[src/rtl/keypad_debounce_10.sv]
// Debounced, synchronised front end for the 10-key decimal keypad.
// Emits a held one-hot code + enable for the BCD encoder, plus press and multi-key strobes.
//
// state     | meaning
// ----------+---------------------------------------------------------------
// IDLE      | all keys up, waiting for any nonzero synchronised pattern
// DEB_PRESS | candidate pattern captured, counting consecutive stable cycles
// HELD      | press accepted (or multi-key rejected), waiting for a change
// DEB_REL   | pattern changed, counting consecutive all-up cycles
module keypad_debounce_10 #(
   parameter int DEBOUNCE_CYCLES = 1_000_000,
   parameter int CNT_W           = $clog2(DEBOUNCE_CYCLES)
) (
   input  logic       clk,
   input  logic       rst_n,
   input  logic [9:0] key_in,
   output logic [9:0] key_onehot,
   output logic       key_en,
   output logic       key_pulse,
   output logic       multi_err
);

   typedef enum logic [1:0] {
      IDLE      = 2'd0,
      DEB_PRESS = 2'd1,
      HELD      = 2'd2,
      DEB_REL   = 2'd3
   } state_t;

   localparam logic [CNT_W-1:0] CNT_MAX = CNT_W'(DEBOUNCE_CYCLES - 1);

   state_t           state, state_nx;
   logic [9:0]       sync_meta, sync;
   logic [9:0]       cand, cand_nx;
   logic [CNT_W-1:0] cnt, cnt_nx;
   logic [9:0]       onehot_nx;
   logic             en_nx, pulse_nx, err_nx;
   logic             cand_single;

   // A power-of-two test: exactly one bit set.
   assign cand_single = (cand != 10'd0) && ((cand & (cand - 10'd1)) == 10'd0);

   always_ff @(posedge clk) begin
      if (!rst_n) begin
         sync_meta  <= '0;
         sync       <= '0;
         state      <= IDLE;
         cand       <= '0;
         cnt        <= '0;
         key_onehot <= '0;
         key_en     <= 1'b0;
         key_pulse  <= 1'b0;
         multi_err  <= 1'b0;
      end else begin
         sync_meta  <= key_in;
         sync       <= sync_meta;
         state      <= state_nx;
         cand       <= cand_nx;
         cnt        <= cnt_nx;
         key_onehot <= onehot_nx;
         key_en     <= en_nx;
         key_pulse  <= pulse_nx;
         multi_err  <= err_nx;
      end
   end

   always_comb begin
      state_nx  = state;
      cand_nx   = cand;
      cnt_nx    = cnt;
      onehot_nx = key_onehot;
      en_nx     = key_en;
      pulse_nx  = 1'b0;
      err_nx    = 1'b0;

      case (state)
         IDLE: begin
            if (sync != 10'd0) begin
               cand_nx  = sync;
               cnt_nx   = '0;
               state_nx = DEB_PRESS;
            end
         end
         DEB_PRESS: begin
            if (sync != cand) begin
               cnt_nx   = '0;
               state_nx = IDLE;
            end else if (cnt < CNT_MAX) begin
               cnt_nx = cnt + CNT_W'(1);
            end else begin
               state_nx = HELD;
               if (cand_single) begin
                  onehot_nx = cand;
                  en_nx     = 1'b1;
                  pulse_nx  = 1'b1;
               end else begin
                  err_nx = 1'b1;
               end
            end
         end
         HELD: begin
            if (sync != cand) begin
               cnt_nx   = '0;
               state_nx = DEB_REL;
            end
         end
         DEB_REL: begin
            if (sync == cand) begin
               state_nx = HELD;
            end else if (sync == 10'd0) begin
               if (cnt < CNT_MAX) begin
                  cnt_nx = cnt + CNT_W'(1);
               end else begin
                  onehot_nx = '0;
                  en_nx     = 1'b0;
                  state_nx  = IDLE;
               end
            end else begin
               // Another key still down: release only counts once every key is up.
               cnt_nx = '0;
            end
         end
         default: state_nx = IDLE;
      endcase
   end

endmodule

[config.mk]
export PLATFORM = sky130hd
export DESIGN_NAME = keypad_debounce_10
export DESIGN_NICKNAME = d
export VERILOG_FILES = /design/src/rtl/keypad_debounce_10.sv
export SDC_FILE = /design/constraint.sdc
export NUM_CORES = 1
export LEC_CHECK = 0
export CORE_MARGIN = 8
export CORE_UTILIZATION = 51
export DETAILED_ROUTE_END_ITERATION = 7
export PLACE_DENSITY = 0.82
export SYNTH_ARGS = -nofsm -noshare
export SYNTH_HDL_FRONTEND = slang
export SYNTH_SLANG_ARGS = --single-unit
[constraint.sdc]
create_clock -name clk -period 2.4 [get_ports clk]
set_clock_uncertainty 0.05 [all_clocks]
set_input_delay 0.48 -clock clk [delete_from_list [all_inputs] [get_ports clk]]
set_output_delay 0.48 -clock clk [all_outputs]
set_load 0.05 [all_outputs]
; After elaboration in Yosys (flattened, before gate mapping)
; Cells that the tools add are included.
[op_classes]
n_addsub = 2
n_lt_le_gt_ge = 1
eq_ne = 16
muxes = 31
bitwise_logic = 3
n_reduce_logical = 12
[op_table]
columns = op, n
row1 = 20-bit 2-to-1 mux, 6
row2 = 20-bit case mux with 4 select lines, 1
row3 = 10-bit 2-to-1 mux, 6
row4 = 20-bit by 1-bit adder with 20-bit output (second input constant), 1
row5 = 10-bit logical NOT, 2
row6 = 20-bit < comparator (second input constant), 1
row7 = 10-bit case mux with 2 select lines, 1
row8 = 10-bit nonzero test, 2
row9 = 2-bit != test (second input constant), 8
row10 = 2-bit 2-to-1 mux, 7
row11 = 10-bit bitwise AND, 1
row12 = 10-bit equality test, 1
row13 = 10-bit != test, 1
row14 = 10-bit by 1-bit subtractor with 10-bit output (second input constant), 1
row15 = 3-bit != test (second input constant), 3
row16 = 1-bit 2-to-1 mux, 8
row17 = 2-bit case mux with 4 select lines, 1
row18 = 7-bit AND reduction, 1
row19 = 5-bit AND reduction, 1
row20 = 2-bit equality test (second input constant), 2
row21 = 4-bit OR reduction, 1
row22 = 3-bit AND reduction, 1
row23 = 2-bit by 1-bit equality test with 1-bit output (second input constant), 1
row24 = 2-bit logical NOT, 1
row25 = 5 further kinds, 6
[word_totals]
regBits = 65
in_bits = 12
output_inout_bits = 13
elab_cells = 74

; Longest topological paths before layout
[logic_depth]
word_depth = 8
mapped_depth = 9
mapped_depth_nobuf = 7

; Least setup slack after synthesis
; No wires, ideal clock.
[synth_timing]
kind = reg2reg
startpoint = register sync[3]
endpoint = register key_onehot[0]
setup_ns = 0.072
arrival_ns = 2.089
setup_slack_ns = 0.189
path_stages_with_launch = 7
cell_sequence = dfxtp_1 > or4_4 > or3_4 > or4_4 > o41ai_2 > buf_8 > mux2i_1
[synth_between]
elab_chain_cells = 3
elab_cells_between_ends = 7
[synth_lines]
columns = item, line_no
row1 = from (decl), 33  ; logic [9:0] sync_meta, sync;
row2 = from (signal assigned), 56  ; sync <= sync_meta;
row3 = 10-bit equality test (tied with other cells), 108  ; if (sync == cand) begin
row4 = 2-bit != test (no source line), n/a
row5 = 7-bit AND reduction (no source line) *, n/a
row6 = to (signal assigned), 60  ; key_onehot <= onehot_nx;
row7 = to (decl), 17  ; output logic [9:0] key_onehot,
; Every way passes the cells marked *; elsewhere a longest branch is shown, timed or not.
; A chain may end at the register's enable or synchronous reset.

; Final worst setup path
[layout_timing]
startpoint = register sync[3]
endpoint = register key_onehot[2]
; Same word-level chain as after synthesis.

==> metrics.yaml <==
worst_setup_path:
  worst_path_most_repeated_cell: "or4_4"
  slowest_delay_ns: 0.54
  rrSetupSlack_ns: 0.09
  startpoint: "sync[3]"
  end_kind: "flip-flop"
  cp_max_fo: 11
  crit_chain: "or4_4, or3_4, or4_4, o41ai_4, buf_12, mux2i_1"
  slowest_stage: "or4_4"
  required_ns: 2.62
  path_class: "reg -> reg"
  endpoint: "key_onehot[2]"
  startpoint_type: "flip-flop"
  r2r-start: "sync[3]"
  worst_ep_arrival_time_ns: 2.54
  ff2ff_path_depth: 6
  r2r_end: "key_onehot[2]"
die:
  coreArea_um2: 5470
  die-area_um2: 8280
  die_w_um: 91.0
  io_pins: 25
  start_util_pct: 52.4
  num_rows: 27
  die_h_um: 91.0
global_routing:
  first_global_vias: 2249
  grt_pass1_wl_um: 10200
  antenna_found_initial: 0
  grt.total_usage_pct: 15.0
  grt_overflow: 0
  grt_max_degree: 23
sta:
  period_needed_ns: 2.31
  setup_violations: 0
  rsz0062_at_grt: "true"
  post-route-period-util_pct: 96.4
  hold_violations: 0
  slew_headroom_pct: 66.2
  tightest_slew_ns: 0.505
  holdWs_ns: 0.387
  fmax_ghz: 0.432
  worst_slack_ns: 0.0873
  slew_viol_final: 0
placement:
  io_buffers: 24
  place_ws_ns: 0.0915
  gp_congestion: 0.870
  place_hpwl_um: 4250
layout:
  multi_input_area_um2: 1500
  regArea_um2: 1300
  drive_gt1_share_pct: 11.9
  synthToLayoutAreaGrowth_pct: 21.7
  antennaDiodeCount: 0
  num-nets-final: 378
  fillers: 463
  final_util_pct: 63.8
routing:
  drt_iter0_drc: 198
  top_layer_used: "met4"
  routed-wl-met2_um: 2820
  avgRoutedWirePerCell_um: 13.7
  drc: 0
  via_per_inst: 5.43
  m1WireLength_um: 2750
  postRouteAntennaNets: 0
  wl_met3_um: 381
  first_pass_iters: 4
  wl_um: 6080
  vias: 2402
pwr:
  powerDensity_nw_per_um2: 656
  ir_drop_uv: 386
  p_leak_nw: 1.23
  power.total_w: 0.00229
logic_synthesis:
  ys_warn_count: 0
  ys_seq_area_share_pct: 45.4
  synth_top_family_by_area: "simple AND/OR/NAND/NOR gates"
  synth.mux.area_fraction_pct: 3.84
  async_flop_share_pct: 0
  synthAdderAreaFrac_pct: 1.13
  ys.flop_type: "dfxtp_1"
  synth-simple-area-share_pct: 30.3
  netlist_instances: 327
  syn-num-nets: 340
  synthTopCellsByArea: "dfxtp_1, nand2_1, and2_1"
  synth_area_per_cell_um2: 8.77
  synth_commonest_cells: "dfxtp_1, nand2_1, nor2_1"
  synth_area_um2: 2870
  synthXorXnorAreaFrac_pct: 7.03
  synth_top_area_share_pct: 45.4
  synthDistinctLibCells: 44
  yosysMostFrequentCell: "dfxtp_1"
  synth_edf_count: 0
  synth-compound-area-share_pct: 9.25
  synth_largest_area_cell: "dfxtp_1"
  synth_seq_cells: 65
clocking:
  ctsRootBufferMaster: "clkbuf_8"
  holdBufCountCts: 0
  cts_buffers: 9
  cts.sinks: 65
  clk_latency_ns: 0.34
  clkTransAtPathRegs_ns: 0.08
  tritoncts: "built"
  clockBufferDepth: 2
  cts-htree-levels: 3
worst_hold_path:
  holdPathStages: 1
  hp-class: "reg -> reg"
job:
  cap_violations: 0
outcome:
  status: "complete, no violations"
[timing repair]
action                     in CTS  in global routing
setup endpoints to repair       0                 13
buffers inserted                0                  1
gates resized for setup         0                  4
[power by group]
part	switching, W	leakage (nW)	total [W]	internal, W
combinational	0.000119	0.605	0.000220	0.000101
clock	0.000449	0.100	0.000937	0.000488
sequential	0.0000267	0.529	0.00113	0.00111
[kinds of logic after synthesis]
logic type      Yosys count
simple gates            167
flops                    65
compound gates           39
xor+xnor                 23
buf+inv                  19
mux                      11
fa+ha+maj                 3
[how the worst min path moves through the flow]
stage               to         start
6_report       sync[0]  sync_meta[0]
4_1_cts        sync[0]  sync_meta[0]
3_3_place_gp   sync[1]  sync_meta[1]
2_1_floorplan  sync[0]  sync_meta[0]
5_1_grt        sync[0]  sync_meta[0]
3_5_place_dp   sync[0]  sync_meta[0]
[placed cells by master (no fill, tap or decap), types with 2 or more instances in the layout]
cell type        synthesis  layout
dfxtp_1                 65      64
nand2_1                 48      48
nor2_1                  29      29
clkdlybuf4s50_1          0      24
and2_1                  22      22
buf_4                    0      16
xnor2_1                 15      15
a21oi_1                 14      14
nand3_1                 13      13
mux2i_1                 11      11
nand4_1                 10      10
nor3_1                   9       9
clkbuf_8                 0       9
xor2_1                   8       8
o21ai_0                  9       8
inv_1                    5       5
nand3b_1                 5       5
nor4_1                   4       4
nor3b_1                  4       4
or4_1                    3       3
or3_1                    3       3
or2_2                    3       3
nand4b_1                 3       3
and4_1                   3       3
and3_1                   3       3
maj3_1                   2       2
or4_4                    2       2
o211a_1                  2       2
o221ai_1                 2       2
inv_6                    0       2
clkinv_4                 0       2
[cell type report]
type,instances,share of cell area [%]
inverter,5,0.538
tap,72,2.58
sequential,65,37.3
clock inverter,7,2.22
timing repair buffer,41,10.9
clock buffer,9,3.55
multi-input combinational,243,42.9
[routing by layer]
metal  up-vias  global-route usage, %
met3        10                   4.20
li1       1217                      -
met5         -                      0
met2        67                   23.0
met4         0                   8.87
met1      1108                   18.5
[through the flow]
stage                     instance area, um^2  cells  setup TNS [ns]
after floorplan                          2870    327               0
after global placement                   3260    425               0
after detailed placement                 3260    425               0
after CTS                                3460    441               0
after global routing                     3490    442         -0.0673
final                                    3490    442               0
[critical path: cells and delay by family, from the launching register on]
family,cells,cell delay [ns]
mux,1,0.19
flops,1,0.33
simple gates,3,1.40
buf+inv,1,0.19
compound gates,1,0.08
[registers in the layout, indices dropped and copies added (netlist names), named ones only]
signal	count
key_onehot	10
multi_err	1
key_en	1
sync_meta	10
cand	10
state	1
sync	10
key_pulse	1
cnt	20
(Power assumes the default switching activity.)
